[src/rtl/aes_word_stream_ctrl.sv]
// AES-128 decrypt-core front end: 8 words in (4 key words, 4 message words, MSW first), 4 result words out.
// Latency: core_run 2 cycles after word 7; out_valid 1 cycle after core_ready in WAIT_DONE.
// Backpressure: in_ready low outside LOAD; out_ready low holds out_data. AES_WSC_TIMEOUT_EN adds a watchdog.
module aes_word_stream_ctrl #(
    parameter int BUSY_CNT_W     = 16,
    parameter int TIMEOUT_CYCLES = 200
) (
    input  logic                  clk,
    input  logic                  Reset,
    input  logic [31:0]           in_data,
    input  logic                  in_valid,
    output logic                  in_ready,
    output logic [31:0]           out_data,
    output logic                  out_valid,
    input  logic                  out_ready,
    output logic [127:0]          core_key,
    output logic [127:0]          core_msg,
    output logic                  core_run,
    input  logic                  core_ready,
    input  logic [127:0]          core_result,
    output logic [BUSY_CNT_W-1:0] busy_cycles,
    output logic                  error
);

    typedef enum logic [2:0] {
        LOAD,
        ARM,
        RUN,
        WAIT_GUARD,
        WAIT_DONE,
        DRAIN
    } state_t;

    state_t                state;
    state_t                state_nx;
    logic [2:0]            cnt;
    logic [127:0]          result;
    logic [BUSY_CNT_W-1:0] busy_cnt;
    logic [BUSY_CNT_W-1:0] busy_inc;
    logic                  in_xfer;
    logic                  out_xfer;
    logic                  timeout_hit;
    logic [6:0]            word_lsb;

    // The watchdog compare value must be reachable by the saturating counter.
    if (TIMEOUT_CYCLES < 1 || TIMEOUT_CYCLES > (2 ** BUSY_CNT_W) - 1) begin : g_bad_timeout
        $error("TIMEOUT_CYCLES does not fit in BUSY_CNT_W bits");
    end

    // Word 0 of each group lands in bits [127:96], so the slot offset is (3 - idx) * 32.
    assign word_lsb = {~cnt[1:0], 5'd0};
    assign out_data = result[word_lsb +: 32];
    assign in_xfer  = in_valid & in_ready;
    assign out_xfer = out_valid & out_ready;
    assign busy_inc = (busy_cnt == {BUSY_CNT_W{1'b1}}) ? busy_cnt : busy_cnt + 1'b1;

`ifdef AES_WSC_TIMEOUT_EN
    logic error_q;

    assign timeout_hit = (busy_inc == BUSY_CNT_W'(TIMEOUT_CYCLES));
    assign error       = error_q;

    always_ff @(posedge clk or posedge Reset) begin
        if (Reset) begin
            error_q <= 1'b0;
        end else if (state == WAIT_DONE && !core_ready && timeout_hit) begin
            error_q <= 1'b1;
        end
    end
`else
    assign timeout_hit = 1'b0;
    assign error       = 1'b0;
`endif

    always_comb begin
        state_nx = state;
        case (state)
            LOAD:       if (in_xfer && cnt == 3'd7) state_nx = ARM;
            ARM:        if (core_ready) state_nx = RUN;
            RUN:        state_nx = WAIT_GUARD;
            // Core Ready has not dropped yet in the cycle after Run, so it is not trusted here.
            WAIT_GUARD: state_nx = WAIT_DONE;
            WAIT_DONE:  if (core_ready || timeout_hit) state_nx = DRAIN;
            DRAIN:      if (out_xfer && cnt == 3'd3) state_nx = LOAD;
            default:    state_nx = LOAD;
        endcase
    end

    always_ff @(posedge clk or posedge Reset) begin
        if (Reset) begin
            state       <= LOAD;
            cnt         <= 3'd0;
            core_key    <= '0;
            core_msg    <= '0;
            result      <= '0;
            busy_cnt    <= '0;
            busy_cycles <= '0;
            in_ready    <= 1'b0;
            out_valid   <= 1'b0;
            core_run    <= 1'b0;
        end else begin
            state     <= state_nx;
            in_ready  <= (state_nx == LOAD);
            out_valid <= (state_nx == DRAIN);
            core_run  <= (state_nx == RUN);
            case (state)
                LOAD: begin
                    if (in_xfer) begin
                        if (cnt[2]) core_msg[word_lsb +: 32] <= in_data;
                        else        core_key[word_lsb +: 32] <= in_data;
                        cnt <= cnt + 3'd1;
                    end
                end
                WAIT_GUARD: busy_cnt <= '0;
                WAIT_DONE: begin
                    busy_cnt <= busy_inc;
                    if (core_ready) begin
                        result      <= core_result;
                        busy_cycles <= busy_inc;
                    end else if (timeout_hit) begin
                        result      <= '0;
                        busy_cycles <= busy_inc;
                    end
                end
                DRAIN: begin
                    if (out_xfer) cnt <= (cnt == 3'd3) ? 3'd0 : cnt + 3'd1;
                end
                default: ;
            endcase
        end
    end

endmodule

[config.mk]
export PLATFORM = sky130hd
export DESIGN_NAME = aes_word_stream_ctrl
export DESIGN_NICKNAME = d
export VERILOG_FILES = /design/src/rtl/aes_word_stream_ctrl.sv
export SDC_FILE = /design/constraint.sdc
export NUM_CORES = 1
export LEC_CHECK = 0
export ABC_AREA = 1
export BUFFER_PORTS_ARGS = -buffer_cell sky130_fd_sc_hd__buf_4
export CORE_ASPECT_RATIO = 1.25
export CORE_MARGIN = 2
export CORE_UTILIZATION = 50
export DETAILED_ROUTE_END_ITERATION = 7
export HOLD_SLACK_MARGIN = 0.12
export PLACE_DENSITY_LB_ADDON = 0.08
export SYNTH_ARGS = -nofsm -noshare
export SYNTH_HDL_FRONTEND = slang
export SYNTH_SLANG_ARGS = --single-unit
[constraint.sdc]
create_clock -name clk -period 33.4 [get_ports clk]
set_clock_uncertainty 0.2 [all_clocks]
set_input_delay 1.67 -clock clk [delete_from_list [all_inputs] [get_ports clk]]
set_output_delay 1.67 -clock clk [all_outputs]
set_load 0.02 [all_outputs]
==> metrics.yaml, run 1 <==
status: "complete, no violations"
gp_congestion: 0.910
p_leak_uw: 0.0135
path_cells: "inv_1, buf_4, o21ai_0, o22ai_1, buf_4"
cts-root-buf: "clkbuf_16"
endpoint_kind: "primary output"
drt_iter0_drc: 1278
antenna_found_initial: 2
ys.flop_type: "dfrtp_1"
syn_area_per_cell_sq_um: 8.02
synth_xor_area_frac: 0.00232
synth_area_leaders: "dfrtp_1 (56%), nand2_1 (21%), o21ai_0 (4.8%), nor2_1 (3.7%), o21ai_1 (2.7%)"
total_power_uw: 2350
synth-seq-cells: 425
first_pass_iters: 5
switching_share: 0.421
layout_common_cells: "nand2_1 (1071), buf_4 (491), dfrtp_1 (424)"
core_sq_mm: 0.0373
crit_slowest_cell: "dfrtp_1"
cellPowerDensity_mw_per_mm2: 98.0
die_w_um: 178
path_max_fanout: 35
dpl.hpwl_mm: 42.1
finalCriticalPeriod_ns: 4.71
slew_headroom: 0.188
setup_viol: 0
port_buffers: 471
dieArea_sq_mm: 0.0394
grt_pass1_wl_mm: 95.2
cts_buffers: 44
syn_nets: 2526
fin_hold_ws_ns: 0.274
crit_arrival_ns: 2.84
cap_violations: 0
ir_drop_v: 0.0000669
setup_tns_ns: 0
grt_max_degree: 110
worstSetupStartpointType: "flop"
wire_per_inst_um: 18.7
yosysUniqueCellTypes: 35
finalNonFillerCells: 3256
synth-compound-area-share: 0.0929
rr_startpoint: "cnt[1]$_DFFE_PP0P_"
slew_viol_final: 0
synthCells: 2356
cts_tree: "done"
yosys_warnings: 0
synth_area_leader_cell: "dfrtp_1"
cp.required_ns: 31.53
cts_hold_buffers: 0
p_clk_frac: 0.223
fillerInstances: 3259
finalInstanceArea_sq_mm: 0.0239
syn_to_final_growth_pct: 26.7
post_drt_via_cell_ratio: 5.33
die_h_um: 221
ios: 473
grt_overflow: 0
cts_num_sinks: 425
crit_top_cell: "buf_4"
layout.nets: 2908
startpoint: "cnt[1]$_DFFE_PP0P_"
path_clk_slew_ns: 0.06
synthSimpleGateAreaFrac: 0.280
cts.repair.resized: 0
pwr-share-seq: 0.358
internal_power_uw: 1360
hold_violations: 0
dp.cells: 3178
start_util: 0.507
final_antenna_net_count: 0
first_global_vias: 16900
synth_top_area_frac: 0.563
layout-drive-gt1-share: 0.216
totalWireLength_mm: 60.7
cts_setup_buffers: 0
syn_area_sq_mm: 0.0189
critPathKind: "reg2out"
worstHoldStart: "result[77]$_DFFE_PP0P_"
yosys.area_share.adder: 0.00331
min_period_over_period: 0.141
hp-class: "reg2reg"
pwr-share-comb: 0.419
synthArstFlopShare: 1.00
muxShareOfSynthArea: 0
rsz0062_at_grt: "false"
clockBufferDepth: 3
synth_edf_count: 0
synth_top_family_by_area: "simple AND/OR/NAND/NOR gates"
tightestPinTransition_ns: 1.22
multi_input_area_sq_mm: 0.00719
clock_latency_ns: 0.55
grt_usage: 0.307
placed_area_sq_mm: 0.0224
slowest_delay_ns: 1.04
layout_commonest_cell: "nand2_1"
drc_errors: 0
net-switching-power_uw: 989
rows: 79
htreeDepth: 2
num_vias: 17400
yosysSeqAreaShare: 0.563
fmaxAchievable_ghz: 0.212
seqCellArea_sq_mm: 0.0106
[power groups by stage]
| stage | combinational, uW | clock (uW) | sequential (uW) |
|---|---|---|---|
| 6_report | 983 | 524 | 839 |
| 5_1_grt | 1070 | 551 | 857 |
| 4_1_cts | 986 | 529 | 837 |
| 3_5_place_dp | 985 | 0 | 843 |
| 3_3_place_gp | 970 | 0 | 838 |
| 2_1_floorplan | 460 | 0 | 936 |
[Yosys cell counts (14+ instances only)]
master / n
nand2_1: 1072
dfrtp_1: 425
nor2_1: 184
o21ai_0: 181
o21ai_1: 103
clkbuf_1: 69
inv_1: 67
nand3_1: 56
buf_2: 41
nor3_1: 33
o22ai_1: 32
buf_4: 20
buf_6: 14
[stage by stage]
stage | setup slack (ns) | utilization
after CTS | 28.60 | 0.642
after global placement | 29.12 | 0.601
after floorplan | 19.70 | -
after detailed placement | 29.08 | 0.601
after global routing | 28.44 | 0.642
final | 28.69 | 0.642
[metal layers]
layer | track usage | share of wire | vias to the layer above
met5 | 0 | 0 | -
met4 | 0.136 | 0.045 | 0
met3 | 0.0665 | 0.085 | 138
met2 | 0.488 | 0.48 | 757
met1 | 0.402 | 0.39 | 8279
li1 | - | - | 8180
[path summary, 6_finish.rpt]
| check | to | slack (ns) | depth (start not counted) |
|---|---|---|---|
| max | out_data[5] | 28.69 | 5 |
| min | result[77]$_DFFE_PP0P_ | 0.27 | 2 |
| max reg2reg | core_msg[87]$_DFFE_PP0P_ | 29.24 | 7 |
| min reg2reg | result[77]$_DFFE_PP0P_ | 0.27 | 2 |
| max in group asynchronous | core_msg[98]$_DFFE_PP0P_ | 29.81 | 4 |
| min in group asynchronous | core_msg[27]$_DFFE_PP0P_ | 1.00 | 2 |
[area by class of cell]
cell class	instances	share of cell area
diodes	2	0.000209
clock buffers	63	0.0545
clock inverters	13	0.00936
inverters	72	0.0118
multi-input cells	1704	0.300
flip-flops and latches	425	0.444
well taps	486	0.0254
repair buffers	491	0.154
[state kept, by name, indices dropped and copies added, names as in the netlist]
| register | cells |
|---|---|
| busy_cnt | 16 |
| busy_cycles | 16 |
| cnt | 3 |
| core_key | 128 |
| core_msg | 128 |
| core_run | 1 |
| in_ready | 1 |
| out_valid | 1 |
| result | 128 |
| state | 3 |
[worst max-delay path: cells and delay by family, from the launching register on]
family | cells | cell delay, ns
AO/OA/AOI/OAI | 2 | 0.24
flip-flops | 1 | 1.04
buffers and inverters | 3 | 1.00
[cell families after synthesis]
kind of cell	Yosys count
other	1
XOR/XNOR	5
AO/OA/AOI/OAI	332
buffers and inverters	227
flip-flops	425
AND/OR/NAND/NOR	1361
adder cells (fa/ha/maj)	5
Note: power is estimated with default switching activity, not from simulation.
==> inputs of run 2 (changes only) <==
Settings changed: ABC_AREA 1 to 0, CORE_UTILIZATION 50 to 48.
Clock period 33.4 ns to 4 ns, I/O delays scaled along.
==> run 2 against run 1 <==
  * Flip-flop and latch count stayed put
  * Sequential share of layout area is 2.3 points lower
  * Sequential power grew to 8.2 times the previous value
  * Die area is 0.22% higher
  * Final cell count is 5.7% lower
  * Synthesized cell count is 16% lower
  * Synthesized area is 3.8% lower
  * Critical path type unchanged
  * Largest cell class unchanged
==> metrics.yaml, run 2 <==
yosys_warnings: 0  # unchanged
synth_area_leader_cell: "dfrtp_1"
min_period_over_period: 0.711
cts_num_sinks: 425  # unchanged
hp-class: "in2reg"
num_vias: 15900  # -8.7%
status: "complete, no violations"
start_util: 0.488  # -0.0192
totalWireLength_mm: 57.3  # -5.6%
slowest_delay_ns: 0.64  # -0.40 ns
synth_top_area_frac: 0.585  # +0.0222
dieArea_sq_mm: 0.0395  # +0.22%
synth-seq-cells: 425  # unchanged
placed_area_sq_mm: 0.0220  # -2.0%
syn_area_sq_mm: 0.0182  # -3.8%
slew_headroom: 0.413  # +0.225
path_cells: "buf_4, mux4_2, buf_4"
slew_viol_final: 0  # unchanged
synth_common_cells: "nand2_1 (668), dfrtp_1 (425), o21ai_0 (267)"
dpl.hpwl_mm: 36.7  # -13%
yosysUniqueCellTypes: 53  # +51%
post_drt_via_cell_ratio: 5.16  # -3.1%
synth_area_leaders: "dfrtp_1 (59%), nand2_1 (14%), o21ai_0 (7.4%), mux4_2 (4.0%), nand3_1 (3.8%)"
drt_iter0_drc: 1084  # -15%
final_antenna_net_count: 0  # unchanged
grt_overflow: 0  # unchanged
p_clk_frac: 0.210  # -0.013
cts_tree: "done"
syn_to_final_growth_pct: 38.8
first_pass_iters: 5  # unchanged
clock_latency_ns: 0.55  # about the same
finalCriticalPeriod_ns: 2.84
rows: 79  # unchanged
htreeDepth: 2  # unchanged
layout-drive-gt1-share: 0.242  # +0.0258
pwr-share-comb: 0.423  # +0.004
cp.required_ns: 3.60  # -27.93 ns
wire_per_inst_um: 18.7  # +0.14%
synthArstFlopShare: 1.00  # unchanged
rsz0062_at_grt: "false"
crit_arrival_ns: 2.44  # -0.40 ns
port_buffers: 471  # unchanged
layout_commonest_cell: "nand2_1"
yosysMostFrequentCell: "nand2_1"
grt_pass1_wl_mm: 89.2  # -6.3%
ios: 473  # unchanged
cts-root-buf: "clkbuf_16"
crit_slowest_cell: "mux4_2"
reg.largest.list: "core_key x128, core_msg x128, result x128"
critPathKind: "reg2out"
yosysSeqAreaShare: 0.585  # +0.0222
die_w_um: 178  # +0.11%
ir_drop_v: 0.000513  # +670%
crit_top_cell: "buf_4"
net-switching-power_uw: 7490  # +660%
endpoint_kind: "primary output"
first_global_vias: 15700  # -7.1%
core_sq_mm: 0.0373  # unchanged
ys.flop_type: "dfrtp_1"
worstSetupStartpointType: "flop"
setup_viol: 0  # unchanged
finalInstanceArea_sq_mm: 0.0252  # +5.4%
fillerInstances: 2885  # -11%
antenna_found_initial: 3  # +1
switching_share: 0.397  # -0.0238
crit_buf_inv: 2  # -1
path_max_fanout: 32  # -8.6%
synth_edf_count: 0  # unchanged
path_clk_slew_ns: 0.06  # about the same
tightestPinTransition_ns: 0.879  # -0.337 ns
syn_area_per_cell_sq_um: 9.17  # +14%
cts_buffers: 44  # unchanged
clockBufferDepth: 3  # unchanged
synthCells: 1982  # -16%
cap_violations: 0  # unchanged
pwr-share-seq: 0.367  # +0.009
drc_errors: 0  # unchanged
setup_tns_ns: 0  # unchanged
cellPowerDensity_mw_per_mm2: 747  # +660%
internal_power_uw: 11400  # +740%
layout_common_cells: "nand2_1 (667), buf_4 (496), dfrtp_1 (424)"
gp_congestion: 0.827  # -9.1%
layout.nets: 2718  # -6.5%
grt_usage: 0.291  # -0.0158
p_leak_uw: 0.0123  # -9.3%
critPathTopFamily: "buffers and inverters"
die_h_um: 222  # +0.11%
fmaxAchievable_ghz: 0.352
syn_nets: 2152  # -15%
hold_violations: 0  # unchanged
grt_max_degree: 107  # -2.7%
run 2: cell types whose count changed in the layout (fill, tap and decap cells not counted), sizes merged, moves of 8 or more:
cell / change
inv: +64
nor2: -176
nor3: -27
a31oi: +14
buf: +10
nand3: +83
nand2: -405
o21ai: -16
mux4: +32
o22ai: -31
dlygate4sd3: +187
or3: +8
run 2: metrics by stage:
step           total power, uW  utilization  hold slack, ns  std cells  setup WS [ns]
6_report                 18800        0.677           0.186       3069           1.16
5_1_grt                  19900        0.677           0.192       3069           1.01
2_1_floorplan            11300            -           0.105       1982          -2.14
4_1_cts                  18900        0.677           0.152       3066           1.08
3_5_place_dp             14700        0.589           0.192       2801           1.30
3_3_place_gp             14600        0.589           0.190       2801           1.41
run 2: final cells by class:
| cell class | instances | area, sq um | share of cell area |
|---|---|---|---|
| clock inverter | 14 | 85.1 | 0.00337 |
| multi-input combinational | 1252 | 6380 | 0.253 |
| antenna | 3 | 7.51 | 0.000298 |
| inverter | 137 | 518 | 0.0205 |
| clock buffer | 64 | 1300 | 0.0514 |
| tap | 486 | 608 | 0.0241 |
| sequential | 425 | 10600 | 0.422 |
| timing repair buffer | 688 | 5700 | 0.226 |
run 2: worst paths after layout:
| check | depth (start not counted) | from | endpoint | slack [ns] |
|---|---|---|---|---|
| setup / recovery | 3 | cnt[0]$_DFFE_PP0P_ | out_data[28] | 1.16 |
| hold / removal | 4 | core_result[77] | result[77]$_DFFE_PP0P_ | 0.19 |
| setup reg to reg | 5 | busy_cnt[0]$_DFFE_PP0P_ | busy_cycles[2]$_DFFE_PP0P_ | 1.28 |
| hold reg to reg | 2 | result[45]$_DFFE_PP0P_ | result[45]$_DFFE_PP0P_ | 0.27 |
| max in group asynchronous | 4 | Reset | core_key[63]$_DFFE_PP0P_ | 2.31 |
| min in group asynchronous | 3 | Reset | core_key[67]$_DFFE_PP0P_ | 0.20 |
run 2: routing by layer:
metal / up-vias / GRT usage / wire length, um
met5: - / 0 / 0
met4: 0 / 0.126 / 2610
met3: 128 / 0.0617 / 4330
met2: 576 / 0.487 / 28200
met1: 7596 / 0.363 / 22200
li1: 7551 / - / -
run 2: logic make-up after synthesis:
kind of cell,synth area share
other,0.000206
xor gates and xnor gates,0.00145
and+or+nand+nor,0.204
adders and majority gates,0.00344
buffers and inverters,0.0677
muxes,0.0413
AOI/OAI and AO/OA,0.0967
DFF,0.585
run 2: repair_timing:
action,in CTS,in global routing
buffers inserted,0,0
endpoints found under the hold margin,429,0
gates resized for setup,0,0
hold buffers,187,0
run 2: power groups by stage:
stage	Clock, uW	Sequential (uW)	Combinational (uW)
floorplan	0	7920	3400
global placement	0	6890	7680
detailed placement	0	6960	7780
CTS	4020	6900	7990
global route	4190	7100	8640
finish	3950	6920	7970
run 2: worst reg2reg max path, stage by stage, from the launching register on:
cell and delay (ns):
dfrtp_1 0.46, ha_1 0.33, nand4_1 0.39, or4_1 0.78, and3_4 0.27, o31ai_2 0.20
==> inputs of run 3 (changes only) <==
Settings changed: ABC_AREA 0 to 1, CORE_UTILIZATION 48 to 50.
Clock period 4 ns to 2.63 ns, I/O delays scaled along.
==> run 3 against run 2 <==
  * Via count rose by 22%
  * Critical path depth rose by 1
  * First-iteration DRC count rose by 55%
  * Worst setup slack got worse by 1.1 ns
  * Hold slack got worse by 0.040 ns
  * Critical endpoint is now out_data[3]
  * Largest cell class unchanged
  * Largest power group unchanged
  * Highest routed layer unchanged
==> metrics.yaml, run 3 (synthesis gave the netlist of run 1 again) <==
status: "complete, no violations"
slew_headroom: 0.426  # +0.0130
rows: 79  # unchanged
ir_drop_v: 0.000742  # +45%
crit_arrival_ns: 2.23  # -0.21 ns
cellPowerDensity_mw_per_mm2: 1150  # +54%
final_antenna_net_count: 0  # unchanged
layout.nets: 3216  # +18%
drc_errors: 0  # unchanged
wire_per_inst_um: 19.2  # +2.8%
cts_setup_buffers: 0  # unchanged
cts_buffers: 43  # -2.3%
layout_commonest_cell: "nand2_1"
gp_congestion: 0.927  # +12%
syn_to_final_growth_pct: 43.4
endpoint_kind: "primary output"
diodes: 0  # -3
p_leak_uw: 0.0148  # +21%
finalCriticalPeriod_ns: 2.57
num_vias: 19300  # +22%
placed_area_sq_mm: 0.0228  # +3.9%
first_pass_iters: 6  # +1
clock_latency_ns: 0.56  # about the same
setup_viol: 0  # unchanged
core_sq_mm: 0.0373  # unchanged
seqCellArea_sq_mm: 0.0106  # unchanged
grt_pass1_wl_mm: 108  # +21%
port_buffers: 471  # unchanged
hp-class: "in2reg"
worstSetupStartpointType: "flop"
min_period_over_period: 0.975
layout_common_cells: "nand2_1 (1071), buf_4 (510), dfrtp_1 (424)"
first_global_vias: 19500  # +24%
die_h_um: 221  # -0.11%
slew_viol_final: 0  # unchanged
fmaxAchievable_ghz: 0.390
die_w_um: 178  # -0.11%
critPathKind: "reg2out"
cts_num_sinks: 425  # unchanged
dpl.hpwl_mm: 42.8  # +17%
path_clk_slew_ns: 0.06  # about the same
finalInstanceArea_sq_mm: 0.0271  # +7.4%
multi_input_area_sq_mm: 0.00719  # +13%
cap_violations: 0  # unchanged
reg.largest.list: "core_key x128, core_msg x128, result x128"
cts_tree: "done"
post_drt_via_cell_ratio: 5.43  # +5.1%
ios: 473  # unchanged
rsz0062_at_grt: "false"
clockBufferDepth: 3  # unchanged
fin_util: 0.727  # +0.0500
grt_overflow: 0  # unchanged
totalWireLength_mm: 68.3  # +19%
cp.required_ns: 2.30  # -1.30 ns
hold_violations: 0  # unchanged
layout-drive-gt1-share: 0.205  # -0.0373
dieArea_sq_mm: 0.0394  # -0.21%
grt_max_degree: 101  # -5.6%
fillerInstances: 2676  # -7.2%
tightestPinTransition_ns: 0.861  # -0.0177 ns
drt_iter0_drc: 1683  # +55%
finalNonFillerCells: 3560  # +16%
path_max_fanout: 65  # +100%
htreeDepth: 2  # unchanged
dp.cells: 3212  # +15%
cts-root-buf: "clkbuf_16"
start_util: 0.507  # +0.0192
setup_tns_ns: 0  # unchanged
antenna_found_initial: 0  # -3
grt_usage: 0.348  # +0.0567
run 3: changes by cell type in the layout (fill, tap and decap cells not counted), moves of 28 or more:
| cell | previous run | this run |
|---|---|---|
| mux4_2 | 32 | 0 |
| nand3_1 | 134 | 55 |
| o21ai_0 | 267 | 181 |
| nor3_1 | 5 | 33 |
| dlygate4sd3_1 | 187 | 275 |
| nand2_1 | 667 | 1071 |
| o22ai_1 | 1 | 32 |
| inv_1 | 136 | 62 |
| o21ai_1 | 14 | 103 |
| nor2_1 | 12 | 181 |
run 3: path summary, 6_finish.rpt:
path	from	end	slack (ns)	cells after the start
min in group asynchronous	Reset	core_msg[22]$_DFFE_PP0P_	0.66	4
worst min register to register	result[71]$_DFFE_PP0P_	result[71]$_DFFE_PP0P_	0.27	2
worst max register to register	state[0]$_DFF_PP0_	result[70]$_DFFE_PP0P_	0.10	7
max in group asynchronous	Reset	core_key[127]$_DFFE_PP0P_	0.64	5
worst min-delay path	core_result[124]	result[124]$_DFFE_PP0P_	0.15	4
worst max-delay path	cnt[0]$_DFFE_PP0P_	out_data[3]	0.06	4
run 3: layout make-up:
type	count	share of cell area
Clock buffer	61	0.0467
Sequential cell	425	0.393
Timing Repair Buffer	800	0.254
Clock inverter	12	0.00877
Multi-Input combinational cell	1704	0.266
Inverter	72	0.0103
Tap cell	486	0.0224
run 3: metrics by stage:
| stage | power, uW | worst slack [ns] | hold slack [ns] |
|---|---|---|---|
| 2_1_floorplan | 17700 | -3.44 | 0.0411 |
| 3_3_place_gp | 23100 | 0.487 | 0.0276 |
| 3_5_place_dp | 23400 | 0.439 | 0.0242 |
| 4_1_cts | 30700 | 0.142 | 0.122 |
| 5_1_grt | 32700 | 0.0160 | 0.130 |
| 6_report | 31100 | 0.0648 | 0.146 |
run 3: power breakdown:
part | internal (uW) | switching, uW
clock network | 4020 | 2580
registers | 8930 | 1680
logic | 5080 | 8820
total | 18000 | 13100
run 3: critical path, cell delays in order (launching register included):
cell	delay (ns)
dfrtp_2	0.43
buf_6	0.44
o21ai_0	0.20
o22ai_1	0.36
buf_4	0.23
run 3: what timing repair did:
item                                    4_1_cts  5_1_grt
endpoints found under the hold margin       834        0
gates resized for setup                       1        0
endpoints found under the setup margin        1        0
hold buffers                                275        0
run 3: routing by layer:
layer  routed length [um]  vias up  track usage
li1                     -     8791            -
met1                25500     9250        0.428
met2                33500     1038        0.578
met3                 5360      241       0.0648
met4                 3910        0        0.181
met5                    0        -            0
